$ cat config.mk
export PLATFORM = sky130hd
export DESIGN_NAME = bcd_serial_addsub
export DESIGN_NICKNAME = d
export VERILOG_FILES = /design/src/rtl/bcd_serial_addsub.sv
export SDC_FILE = /design/constraint.sdc
export NUM_CORES = 1
export LEC_CHECK = 0
export CAP_MARGIN = 20
export CORE_UTILIZATION = 54
export CTS_BUF_LIST = sky130_fd_sc_hd__clkbuf_8
export DETAILED_ROUTE_END_ITERATION = 8
export PLACE_DENSITY = 0.85
export SLEW_MARGIN = 20
export SYNTH_ARGS = -nofsm -noshare
export SYNTH_HDL_FRONTEND = slang
export SYNTH_SLANG_ARGS = --single-unit
$ cat constraint.sdc
create_clock -name clk -period 3.3 [get_ports clk]
set_clock_uncertainty 0.1 [all_clocks]
set_input_delay 0.33 -clock clk [delete_from_list [all_inputs] [get_ports clk]]
set_output_delay 0.33 -clock clk [all_outputs]
set_load 0.05 [all_outputs]
$ cat src/rtl/bcd_serial_addsub.sv
// bcd_serial_addsub: multi-digit packed-BCD adder/subtractor, one digit per clock, LSD first.
// Operands arrive through a valid/ready handshake. The result is held in DONE until the
// consumer accepts it.
//   clk, rst_n            clock, asynchronous active-low reset
//   in_valid / in_ready   operand handshake (in_ready high only in IDLE)
//   a, b                  packed BCD operands, digit i = x[4i+3:4i]
//   cin                   carry-in (add) / borrow-in (sub)
//   sub                   0: A+B+cin, 1: A-B-cin
//   out_valid / out_ready result handshake (out_valid high only in DONE)
//   sum                   packed BCD result
//   cout                  add: decimal carry-out; sub: 1 = no borrow
//   err                   an operand digit was > 9 (sum/cout forced to 0)
//   busy                  state != IDLE
module bcd_serial_addsub #(
    parameter int unsigned DIGITS = 4,
    localparam int unsigned W = 4 * DIGITS
) (
    input  logic         clk,
    input  logic         rst_n,
    input  logic         in_valid,
    output logic         in_ready,
    input  logic [W-1:0] a,
    input  logic [W-1:0] b,
    input  logic         cin,
    input  logic         sub,
    output logic         out_valid,
    input  logic         out_ready,
    output logic [W-1:0] sum,
    output logic         cout,
    output logic         err,
    output logic         busy
);

    localparam int unsigned IDXW = (DIGITS > 1) ? $clog2(DIGITS) : 1;

    typedef enum logic [1:0] {S_IDLE, S_RUN, S_DONE} state_e;

    state_e            state_q, state_d;
    logic [W-1:0]      a_q, a_d;
    logic [W-1:0]      b_q, b_d;
    logic              sub_q, sub_d;
    logic              carry_q, carry_d;
    logic              inv_q, inv_d;
    logic [IDXW-1:0]   idx_q, idx_d;
    logic [W-1:0]      sum_q, sum_d;
    logic              cout_q, cout_d;
    logic              err_q, err_d;
    logic              in_ready_q, in_ready_d;
    logic              out_valid_q, out_valid_d;
    logic              busy_q, busy_d;

    logic [3:0]        b_eff;
    logic [4:0]        raw;
    logic [3:0]        digit;
    logic              digit_carry;

    // True when any 4-bit digit of x is not a legal BCD value.
    function automatic logic has_bad_digit(input logic [W-1:0] x);
        logic bad;
        bad = 1'b0;
        for (int i = 0; i < int'(DIGITS); i++) begin
            if (x[4*i +: 4] > 4'd9) bad = 1'b1;
        end
        return bad;
    endfunction

    // Shared single-digit datapath; operands are shifted down so the current digit sits in [3:0].
    always_comb begin
        b_eff       = sub_q ? 4'(4'd9 - b_q[3:0]) : b_q[3:0];
        raw         = {1'b0, a_q[3:0]} + {1'b0, b_eff} + {4'b0000, carry_q};
        digit       = raw[3:0];
        digit_carry = 1'b0;
        if (raw > 5'd9) begin
            digit       = 4'(raw[3:0] + 4'd6);
            digit_carry = 1'b1;
        end
    end

    // Next-state and registered-output logic.
    always_comb begin
        state_d     = state_q;
        a_d         = a_q;
        b_d         = b_q;
        sub_d       = sub_q;
        carry_d     = carry_q;
        inv_d       = inv_q;
        idx_d       = idx_q;
        sum_d       = sum_q;
        cout_d      = cout_q;
        err_d       = err_q;
        in_ready_d  = in_ready_q;
        out_valid_d = out_valid_q;
        busy_d      = busy_q;

        case (state_q)
            S_IDLE: begin
                if (in_valid && in_ready_q) begin
                    a_d        = a;
                    b_d        = b;
                    sub_d      = sub;
                    // Subtraction runs as A + 9's-complement(B) + ~borrow.
                    carry_d    = sub ? ~cin : cin;
                    inv_d      = has_bad_digit(a) | has_bad_digit(b);
                    idx_d      = '0;
                    sum_d      = '0;
                    cout_d     = 1'b0;
                    err_d      = 1'b0;
                    in_ready_d = 1'b0;
                    busy_d     = 1'b1;
                    state_d    = S_RUN;
                end
            end
            S_RUN: begin
                if (inv_q) begin
                    // Illegal operand: report after one cycle with sum/cout left cleared.
                    err_d       = 1'b1;
                    out_valid_d = 1'b1;
                    state_d     = S_DONE;
                end else begin
                    sum_d[{idx_q, 2'b00} +: 4] = digit;
                    a_d     = a_q >> 4;
                    b_d     = b_q >> 4;
                    carry_d = digit_carry;
                    idx_d   = idx_q + 1'b1;
                    if (idx_q == IDXW'(DIGITS - 1)) begin
                        cout_d      = digit_carry;
                        out_valid_d = 1'b1;
                        state_d     = S_DONE;
                    end
                end
            end
            S_DONE: begin
                if (out_ready) begin
                    out_valid_d = 1'b0;
                    in_ready_d  = 1'b1;
                    busy_d      = 1'b0;
                    state_d     = S_IDLE;
                end
            end
            default: begin
                out_valid_d = 1'b0;
                in_ready_d  = 1'b1;
                busy_d      = 1'b0;
                state_d     = S_IDLE;
            end
        endcase
    end

    // State and output registers.
    always_ff @(posedge clk or negedge rst_n) begin
        if (!rst_n) begin
            state_q     <= S_IDLE;
            a_q         <= '0;
            b_q         <= '0;
            sub_q       <= 1'b0;
            carry_q     <= 1'b0;
            inv_q       <= 1'b0;
            idx_q       <= '0;
            sum_q       <= '0;
            cout_q      <= 1'b0;
            err_q       <= 1'b0;
            in_ready_q  <= 1'b1;
            out_valid_q <= 1'b0;
            busy_q      <= 1'b0;
        end else begin
            state_q     <= state_d;
            a_q         <= a_d;
            b_q         <= b_d;
            sub_q       <= sub_d;
            carry_q     <= carry_d;
            inv_q       <= inv_d;
            idx_q       <= idx_d;
            sum_q       <= sum_d;
            cout_q      <= cout_d;
            err_q       <= err_d;
            in_ready_q  <= in_ready_d;
            out_valid_q <= out_valid_d;
            busy_q      <= busy_d;
        end
    end

    assign in_ready  = in_ready_q;
    assign out_valid = out_valid_q;
    assign sum       = sum_q;
    assign cout      = cout_q;
    assign err       = err_q;
    assign busy      = busy_q;

endmodule

## Word-level counts from Yosys, hierarchy flattened

Cells that the tools add are included.

| word-level totals | value |
|---|---|
| flip-flop bits (word level) | 60 |
| latch bits | 0 |
| memory bits (writable) | 0 |
| memory bits (read-only) | 0 |
| input port bits | 38 |
| memories kept | 0 |

| operators by class | value |
|---|---|
| $add $sub $neg | 6 |
| multipliers | 0 |
| div/mod/pow operators | 0 |
| order comparisons | 9 |
| eq/ne operators | 9 |
| shift operators | 2 |
| multiplexer cells | 51 |
| bitwise gates (word level) | 4 |
| reductions and logical operators | 10 |

Operators with widths:

| operator | count |
|---|---|
| $mux W16 | 6 |
| $pmux W16 S2 | 3 |
| $gt A4 B4 Y1 const B | 8 |
| $mux W1 | 25 |
| $bwmux W16 | 1 |
| $shift A4 B6 Y16 const A | 1 |
| $shiftx A4 B6 Y16 | 1 |
| $reduce_and A3 Y1 | 5 |
| $mux W2 | 6 |
| $ne A2 B2 Y1 const B | 5 |
| $pmux W1 S3 | 3 |
| $mux W4 | 2 |
| $neg A4 Y6 | 1 |
| $pmux W1 S2 | 3 |
| $pmux W2 S3 | 1 |
| $add A4 B4 Y5 | 1 |
| $add A5 B1 Y5 | 1 |
| $gt A5 B4 Y1 const B | 1 |
| $add A4 B3 Y4 const B | 1 |
| $eq A2 B2 Y1 const B | 2 |
| $pmux W2 S2 | 1 |
| $reduce_and A4 Y1 | 1 |
| $sub A4 B4 Y4 const A | 1 |
| $ne A3 B3 Y1 const B | 1 |
| other kinds (8) | 10 |

## Logic depth before layout (Yosys ltp)

Gate-level depths: netlist (run 1).

| logic depth | value |
|---|---|
| depth in word-level cells | 10 |
| depth in mapped cells | 13 |
| depth with buffers taken out | 13 |

## Worst setup path before layout (run 1)

OpenSTA, ideal clock, no wires.

| timing path | value |
|---|---|
| path type | flip-flop to flip-flop |
| from | reg sub_q |
| to | reg sum_q[14], in the netlist sum[14] |
| data arrival time | 2811 ps |
| required time | 3079 ps |
| path slack | 268 ps |
| stages on the path, launching flop included | 13 |
| path buffers | 0 |
| clock period less this slack | 3032 ps |
| cells stage by stage | dfrtp_1 > xnor2_1 > fa_1 > inv_1 > fa_1 > xor2_1 > inv_1 > ha_1 > a21oi_1 > o21ai_0 > a22o_1 > a311o_1 > a22o_1 |

| between the ends | value |
|---|---|
| cells in the longest elaborated chain, start to end | 9 |
| elaborated cells between the ends (all ways) | 10 |
| classes of those cells | add/sub (3); order compare (1); shift (1); mux (5) |

Ends and longest elaborated chain:

| element | RTL line | RTL |
|---|---|---|
| from (decl) | 41 | `logic sub_q, sub_d;` |
| from (signal assigned) | 169 | `sub_q <= sub_d;` |
| $mux W4 * | 69 | `b_eff = sub_q ? 4'(4'd9 - b_q[3:0]) : b_q[3:0];` |
| $add A4 B4 Y5 * | 70 | `raw = {1'b0, a_q[3:0]} + {1'b0, b_eff} + {4'b0000, carry_q};` |
| $add A5 B1 Y5 * | 70 |  |
| $add A4 B3 Y4 / $gt A5 B4 Y1 (equally long branches) | 74, 73 |  |
| $mux W4 * | 73 | `if (raw > 5'd9) begin` |
| $shiftx A4 B6 Y16 * | 120 | `sum_d[{idx_q, 2'b00} +: 4] = digit;` |
| $bwmux W16 * | 120 |  |
| $mux W16 * | 114 | `if (inv_q) begin` |
| $pmux W16 S2 * | 95 | `case (state_q)` |
| to (signal assigned) | 173 | `sum_q <= sum_d;` |
| to (decl) | 45 | `logic [W-1:0] sum_q, sum_d;` |

Mark *: on every way between the ends. The rest lies on a longest branch, timed or not. The select of a mux whose other input is x is not followed.
A chain may end at the register's enable or synchronous reset.

## Final worst setup path (run 1)

Same ends and word-level chain as after synthesis.

==> results of run 1 <==
[per-stage QoR]
stage	power, mW	setup WS, ns	hold slack (ns)	instance area [µm²]
after global routing	4.19	-0.0225	0.407	3880
after global placement	3.12	0.215	0.351	3670
after CTS	3.82	0.0113	0.104	3850
after detailed placement	3.20	0.0744	0.369	3670
after floorplan	2.70	0.268	-0.0656	3010
final	3.90	0.108	0.378	3880
[cells by family after synthesis]
logic type	share of synthesized area
AO/OA/AOI/OAI	0.217
multiplexers	0.00374
XOR/XNOR	0.0116
AND/OR/NAND/NOR	0.181
adder cells (fa/ha/maj)	0.0507
buffers and inverters	0.0370
flip-flops	0.499
[state kept, by name, indices dropped and copies added, names as in the netlist]
register,cells
sub_q,1
a_q,16
cout,1
state_q,2
busy,1
idx_q,2
carry_q,1
sum,16
in_ready,1
out_valid,1
b_q,16
inv_q,1
err,1
[cell usage after synthesis]
cell        n  area, µm²
and2_1      3       18.8
nand2b_1    2       12.5
a31o_2      3       26.3
and3b_4     1       12.5
a22o_1     19        166
buf_2       2       10.0
a21oi_1     5       25.0
mux2_2      1       11.3
nor4b_1     2       17.5
dfrtp_1    59       1480
nand3_1     2       10.0
xor2_1      2       17.5
o22a_1      2       17.5
o21bai_1    1       7.51
nor3_1      1       5.00
buf_1       2       7.51
fa_1        2       40.0
nand2_1    63        236
a21o_1      2       15.0
nor2_1     35        131
nor3_2      1       10.0
a21boi_2    1       11.3
and4_1      1       8.76
nand4_1     2       12.5
a2111oi_0   1       8.76
o211ai_1    1       7.51
o21ai_0    19       95.1
ha_1        9        113
a31oi_1    25        156
nor4_1      2       12.5
dfstp_2     1       26.3
a311o_1     1       10.0
o21ai_1     2       10.0
a2111oi_4   1       27.5
a32o_1      3       30.0
nor2b_1     3       18.8
nand3b_1    2       15.0
a21oi_2     2       17.5
o22ai_1     2       12.5
clkbuf_1    9       33.8
or3_4       1       11.3
o31ai_1     1       7.51
inv_1      16       60.1
xnor2_1     2       17.5
and4bb_2    1       12.5
[layout make-up]
type | instances | area (µm²)
repair buffers | 64 | 626
multi-input cells | 229 | 1430
clock inverters | 4 | 16.3
well taps | 70 | 87.6
fillers | 382 | 1350
inverters | 16 | 60.1
flip-flops and latches | 60 | 1500
clock buffers | 12 | 165
[layer usage]
layer	global-route usage	wire (µm)	part of all wire	up-vias
li1	-	-	-	1257
met1	0.342	3120	0.45	1265
met2	0.388	3230	0.47	91
met3	0.0595	407	0.059	14
met4	0.100	115	0.017	0
met5	0	0	0	-
[final timing paths]
path,start,end,slack (ns),cells past startpoint
max,sub_q,sum[14],0.11,12
min,cout,cout,0.38,2
max reg2reg,sub_q,sum[14],0.11,12
min reg2reg,cout,cout,0.38,2
max in group asynchronous,rst_n,carry_q,2.04,3
min in group asynchronous,rst_n,sum[3],0.43,2
[what timing repair did]
action	in CTS	in global routing
resized for setup	0	4
hold endpoints to repair	0	45
hold buffers	0	1
setup buffers	0	0
setup endpoints to repair	0	11
[critical path: stages, from the launching register on]
cell	delay [ns]
dfrtp_1	0.44
xnor2_2	0.18
fa_1	0.41
inv_1	0.09
fa_2	0.27
xor2_2	0.19
inv_1	0.07
ha_1	0.23
a21oi_1	0.12
o21ai_0	0.11
a22o_1	0.24
a311o_1	0.38
a22o_1	0.26
[report_power, final]
group          total (mW)  internal, mW  switching [mW]
registers            1.16         0.989           0.168
logic                2.15         0.916            1.24
clock network       0.593         0.325           0.269
total                3.90          2.23            1.67
==> reports/metrics.yaml, run 1 <==
drt:
  vias_per_cell: 5.77
  drt_iter0_drc: 163
  route.detailed.drc: 0
  vias: 2627
  post_drt_wl_per_cell_um: 15.1
  dr.pass1.iters: 5
  drtAntennaViolNets: 0
  routed_wl_um: 6870
floorplan:
  start_util: 0.575
  row_count: 26
  die_area_mm2: 0.00588
  ioPinCount: 59
  fp.coreArea_mm2: 0.00524
  fp.dieH_um: 76.7
  die_x_um: 76.7
clock_tree:
  clock_path_buffers: 2
  cts.sink_count: 60
  htreeDepth: 3
  cts_root_buf: "clkbuf_8"
  insertion_delay_ns: 0.34
  cts_tree: "built"
  path_clk_slew_ns: 0.06
  cts_made_buffers: 9
grt:
  antenna_found_initial: 0
  grt_max_degree: 49
  overflow: 0
  grt_pass1_wl_um: 11400
  grt_usage: 0.251
  grt_pass1_vias: 2455
logic_synthesis:
  netlist_area_mm2: 0.00301
  syn_inst: 318
  seq_area_frac_synth: 0.499
  synth_fp_nets: 367
  postSynthAreaPerCell_um2: 9.47
  yosys_register_bits: 60
  synth.distinct_cells: 45
  yosys_warnings: 0
timing:
  report.final.setup_viol: 0
  hold_viol: 0
  finalSetupTns_ns: 0
  worst_pin_slew_ns: 0.742
  period_share: 0.967
  finalMaxSlewViolations: 0
  fmax_mhz: 313
  period_minus_slack_ns: 3.19
  slew_headroom: 0.501
flow_run:
  cap_violations: 0
critical_path:
  crit_required_ns: 3.42
  critPathLaunchType: "flip-flop"
  endpoint_kind: "flip-flop"
  worstPathArrival_ns: 3.31
  critPathMaxFanout: 5
  worstSetupPathType: "reg2reg"
worst_hold_path:
  min_path_type: "reg2reg"
status:
  status: "finished clean"
cells_and_area:
  final_cell_mix: "63 x nand2_1, 59 x dfrtp_1, 57 x clkdlybuf4s50_1"
  nets: 429
  instances_no_fill: 455
  n_antenna_cell: 0
  drive_above_1_share: 0.0961
  fin_util: 0.742
  area_growth_pct: 29.0
  final_common_cell: "nand2_1"
place:
  hpwl_um: 4780
  dp_cells: 438
  numPortBuffers: 58
  gp_congestion: 0.850
pwr:
  vdd_ir_drop_max_mv: 0.605
  powerDensity_mw_per_mm2: 1000
  leakage_nw: 1.71
Power figures use the tool's default switching activity.
==> run 2, diff against run 1 <==
Settings changed: SLEW_MARGIN 20 to 30.
==> run 2 against run 1 <==
  * Critical path depth unchanged
  * Global-route usage down 0.32 points
  * Largest cell class unchanged
  * Final area about the same
  * Combinational power about the same
  * Highest routed layer unchanged
  * Non-clock buffer count unchanged
  * Final cell count unchanged
  * Count of clock-buffer cells in the layout unchanged
  * Critical path type unchanged
==> reports/metrics.yaml, run 2 (synthesized netlist as in run 1, its figures left out) <==
timing:
  layout_setup_ws_ns: 0.132  # +0.0240 ns
  fmax_mhz: 316  # +0.76%
  report.final.setup_viol: 0  # unchanged
  worst_pin_slew_ns: 0.710  # -0.0314 ns
  finalSetupTns_ns: 0  # unchanged
  period_share: 0.960  # -0.00726
  rsz0062_at_grt: "no"
  slew_headroom: 0.522  # +0.0211
  period_minus_slack_ns: 3.17  # -0.0240 ns
  finalMaxSlewViolations: 0  # unchanged
  hold_viol: 0  # unchanged
drt:
  route.detailed.drc: 0  # unchanged
  drtAntennaViolNets: 0  # unchanged
  vias_per_cell: 5.74  # -0.61%
  post_drt_wl_per_cell_um: 14.9  # -1.5%
  routed_wl_um: 6760  # -1.5%
  drt_iter0_drc: 157  # -3.7%
  dr.pass1.iters: 6  # +1
  vias: 2611  # -0.61%
cells_and_area:
  instances_no_fill: 455  # unchanged
  regArea_mm2: 0.00150  # unchanged
  nets: 429  # unchanged
  drive_above_1_share: 0.0987  # +0.00260
  final_common_cell: "nand2_1"
  fillers: 367  # -3.9%
  area_growth_pct: 29.1  # about the same
  multi_input_area_mm2: 0.00143  # +0.18%
  fin_util: 0.742  # about the same
  n_antenna_cell: 0  # unchanged
  final_cell_mix: "63 x nand2_1, 59 x dfrtp_1, 57 x clkdlybuf4s50_1"
critical_path:
  max_stage_delay_ns: 0.45  # about the same
  critPathMaxFanout: 5  # unchanged
  critPathLaunchType: "flip-flop"
  worstPathArrival_ns: 3.28  # -0.03 ns
  crit_buf_inv: 2  # unchanged
  endpoint_kind: "flip-flop"
  crit_required_ns: 3.42  # about the same
  worstSetupPathType: "reg2reg"
  slowest_stage: "dfrtp_1"
  cp_top_family: "compound AO/OA/AOI/OAI gates"
  path_cells: "xnor2_2, fa_2, inv_1, fa_2, xor2_2, inv_1, ha_1, a21oi_1, o21ai_0, a22o_1, a311o_1, a22o_1"
floorplan:
  ioPinCount: 59  # unchanged
  row_count: 26  # unchanged
  die_x_um: 76.7  # unchanged
  start_util: 0.575  # unchanged
  die_area_mm2: 0.00588  # unchanged
  fp.dieH_um: 76.7  # unchanged
  fp.coreArea_mm2: 0.00524  # unchanged
clock_tree:
  cts_root_buf: "clkbuf_8"
  path_clk_slew_ns: 0.06  # about the same
  clock_path_buffers: 2  # unchanged
  cts_setup_buffers: 0  # unchanged
  insertion_delay_ns: 0.33  # about the same
  htreeDepth: 3  # unchanged
  cts.sink_count: 60  # unchanged
  cts_tree: "built"
  cts_made_buffers: 9  # unchanged
grt:
  grt_usage: 0.248  # -0.00324
  antenna_found_initial: 0  # unchanged
  grt_pass1_vias: 2467  # +0.49%
  grt_max_degree: 49  # unchanged
  grt_pass1_wl_um: 11400  # -0.18%
  overflow: 0  # unchanged
pwr:
  powerDensity_mw_per_mm2: 1000  # -0.40%
  total_power_mw: 3.89  # -0.34%
  leakage_nw: 1.71  # about the same
  vdd_ir_drop_max_mv: 0.632  # +4.5%
place:
  gp_congestion: 0.850  # unchanged
  pre_cts_ws_ns: 0.0708  # -0.00363 ns
  hpwl_um: 4760  # -0.47%
  numPortBuffers: 58  # unchanged
  dp_cells: 438  # unchanged
status:
  status: "finished clean"
worst_hold_path:
  min_path_type: "reg2reg"
flow_run:
  cap_violations: 0  # unchanged
-- run 2: cell counts in the layout (fill, tap and decap cells not counted) --
Identical to the previous run, type by type.
-- run 2: repair_timing --
item | 4_1_cts | 5_1_grt
hold buffers | 1 | 0
setup endpoints to repair | 0 | 8
resized for setup | 0 | 5
hold endpoints to repair | 45 | 0
-- run 2: power breakdown --
group          total (mW)  switching [mW]  leakage (nW)  internal [mW]
Sequential           1.16           0.168         0.733          0.989
Combinational        2.14            1.21         0.874          0.924
Clock               0.594           0.269         0.106          0.325
Total                3.89            1.65          1.71           2.24
-- run 2: worst paths after layout --
kind                            cells after the start      end  start  slack (ns)
max in group asynchronous                           3   a_q[3]  rst_n        2.03
worst min-delay path                                2     cout   cout        0.38
min in group asynchronous                           2   sum[7]  rst_n        0.44
worst min register to register                      2     cout   cout        0.38
worst max register to register                     12  sum[14]  sub_q        0.13
worst max-delay path                               12  sum[14]  sub_q        0.13
-- run 2: final cells by class --
cell class / count / share of cell area
Clock buffer: 12 / 0.0425
Clock inverter: 4 / 0.00419
Tap cell: 70 / 0.0225
Timing Repair Buffer: 64 / 0.161
Multi-Input combinational cell: 229 / 0.368
Sequential cell: 60 / 0.387
Inverter: 16 / 0.0155
-- run 2: per-stage QoR --
step,hold slack [ns],cell area (µm²)
finish,0.377,3890
global route,0.408,3890
CTS,0.384,3860
detailed placement,0.270,3670
global placement,0.351,3670
floorplan,-0.0656,3010
-- run 2: worst min-delay path, cell delays in order (launching register included) --
cell     delay [ns]
dfrtp_1        0.35
nand2_1        0.05
nand2_1        0.05
-- run 2: metal layers --
layer	track usage	up-vias	wire length [µm]	part of all wire
met5	0	-	0	0
met4	0.100	0	149	0.022
met3	0.0679	16	386	0.057
met2	0.375	100	3130	0.46
met1	0.337	1246	3100	0.46
li1	-	1249	-	-
==> run 3, diff against run 2 <==
Settings changed: CORE_UTILIZATION 54 to 41, DONT_BUFFER_PORTS set to 1, PLACE_DENSITY 0.85 to 0.57.
==> run 3 against run 2 <==
  * Die area grew 31%
  * Combinational power down 10%
  * Final area down 13%
  * Setup slack improved by 0.059 ns
  * Clock power increased by 14%
==> reports/metrics.yaml, run 3 (synthesized netlist as in run 1, its figures left out) <==
flow_run:
  cap_violations: 0  # unchanged
clock_tree:
  htreeDepth: 3  # unchanged
  cts_root_buf: "clkbuf_8"
  cts.sink_count: 60  # unchanged
  clock_path_buffers: 2  # unchanged
  cts_setup_buffers: 0  # unchanged
  cts_tree: "built"
  insertion_delay_ns: 0.33  # about the same
  path_clk_slew_ns: 0.07  # about the same
  cts_made_buffers: 9  # unchanged
grt:
  grt_max_degree: 61  # +24%
  grt_usage: 0.194  # -0.0541
  grt_pass1_vias: 2219  # -10%
  overflow: 0  # unchanged
  antenna_found_initial: 0  # unchanged
  grt_pass1_wl_um: 11100  # -3.0%
cells_and_area:
  n_antenna_cell: 0  # unchanged
  instances_no_fill: 425  # -6.6%
  final_common_cell: "nand2_1"
  nets: 373  # -13%
  final_cell_mix: "63 x nand2_1, 59 x dfrtp_1, 35 x nor2_1"
  drive_above_1_share: 0.109  # +0.0107
  area_growth_pct: 12.9
critical_path:
  slowest_stage: "fa_1"
  cp_top_family: "compound AO/OA/AOI/OAI gates"
  worstPathArrival_ns: 3.23  # -0.05 ns
  max_stage_delay_ns: 0.45  # about the same
  endpoint_kind: "flip-flop"
  path_cells: "xnor2_2, fa_2, inv_1, fa_1, xor2_2, inv_1, ha_1, a21oi_1, o21ai_0, a22o_1, a311o_1, a22o_1"
  worstSetupPathType: "reg2reg"
  critPathLaunchType: "flip-flop"
  rrSetupSlack_ns: 0.19  # +0.06 ns
  crit_buf_inv: 2  # unchanged
  crit_required_ns: 3.42  # about the same
  critPathMaxFanout: 5  # unchanged
timing:
  worst_pin_slew_ns: 0.796  # +0.0852 ns
  hold_viol: 0  # unchanged
  finalMaxSlewViolations: 0  # unchanged
  holdWs_ns: 0.0266  # -0.351 ns
  period_share: 0.942  # -0.0177
  rsz0062_at_grt: "no"
  slew_headroom: 0.465  # -0.0573
  finalSetupTns_ns: 0  # unchanged
  report.final.setup_viol: 0  # unchanged
  period_minus_slack_ns: 3.11  # -0.0586 ns
  fmax_mhz: 322  # +1.9%
pwr:
  vdd_ir_drop_max_mv: 0.612  # -3.2%
  leakage_nw: 1.52  # -11%
  powerDensity_mw_per_mm2: 1140  # +14%
drt:
  wl_met1_um: 3300  # +6.5%
  met3WireLength_um: 450  # +17%
  vias: 2301  # -12%
  dr.pass1.iters: 4  # -2
  post_drt_wl_per_cell_um: 16.2  # +8.9%
  drtAntennaViolNets: 0  # unchanged
  route.detailed.drc: 0  # unchanged
  drt_iter0_drc: 137  # -13%
  wl_met2_um: 3060  # -2.3%
  routed_wl_um: 6880  # +1.7%
  top_layer_used: "met4"
  vias_per_cell: 5.41  # -5.7%
place:
  dp_cells: 406  # -7.3%
  numPortBuffers: 0  # -100%
  gp_congestion: 0.825  # -2.9%
  hpwl_um: 4820  # +1.3%
status:
  status: "finished clean"
floorplan:
  fp.coreArea_mm2: 0.00694  # +33%
  die_area_mm2: 0.00769  # +31%
  die_x_um: 87.7  # +14%
  row_count: 30  # +15%
  fp.dieH_um: 87.7  # +14%
  start_util: 0.434  # -0.141
  ioPinCount: 59  # unchanged
worst_hold_path:
  min_path_type: "in2reg"
-- run 3: cell types whose count changed in the layout (fill, tap and decap cells not counted), sizes merged --
cell           delta
clkinv            -1
bufinv            +1
dlygate4sd3       +1
clkdlybuf4s50    -57
-- run 3: per-stage QoR --
| step | total power [mW] | util | area [µm²] | setup slack (ns) |
|---|---|---|---|---|
| global placement | 3.12 | 0.450 | 3130 | 0.234 |
| global route | 4.20 | 0.489 | 3400 | 0.0111 |
| finish | 3.88 | 0.489 | 3400 | 0.190 |
| floorplan | 2.70 | - | 3010 | 0.268 |
| CTS | 3.87 | 0.487 | 3380 | 0.120 |
| detailed placement | 3.15 | 0.450 | 3130 | 0.112 |
-- run 3: area by class of cell --
class	count	area, µm²
Multi-Input combinational cell	229	1420
Clock buffer	12	165
Tap cell	96	120
Fill cell	672	3550
Sequential cell	60	1500
Clock inverter	4	41.3
Inverter	16	60.1
Timing Repair Buffer	8	85.1
-- run 3: what timing repair did --
item / 4_1_cts / 5_1_grt
gates resized for setup: 0 / 3
hold endpoints to repair: 61 / 0
endpoints found under the setup margin: 0 / 6
hold buffers: 3 / 0
-- run 3: final timing paths --
path,startpoint,endpoint,depth (start not counted)
max in group asynchronous,rst_n,in_ready,2
worst max-delay path,sub_q,sum[14],12
min in group asynchronous,rst_n,a_q[14],2
worst min register to register,carry_q,carry_q,2
worst max register to register,sub_q,sum[14],12
worst min-delay path,b[12],b_q[12],1
-- run 3: routing by layer --
metal	track usage	vias up
li1	-	1145
met1	0.266	1089
met2	0.290	60
met3	0.0622	7
met4	0.0671	0
met5	0	-
-- run 3: worst reg2reg max path, stage by stage, from the launching register on --
cell	delay, ns
dfrtp_1	0.43
xnor2_2	0.19
fa_2	0.23
inv_1	0.05
fa_1	0.45
xor2_2	0.23
inv_1	0.06
ha_1	0.22
a21oi_1	0.11
o21ai_0	0.09
a22o_1	0.23
a311o_1	0.36
a22o_1	0.24
-- run 3: where the power goes --
group	switching (mW)	leakage [nW]	internal, mW	total, mW
Clock	0.273	0.116	0.403	0.676
Combinational	1.06	0.674	0.855	1.92
Sequential	0.304	0.733	0.986	1.29
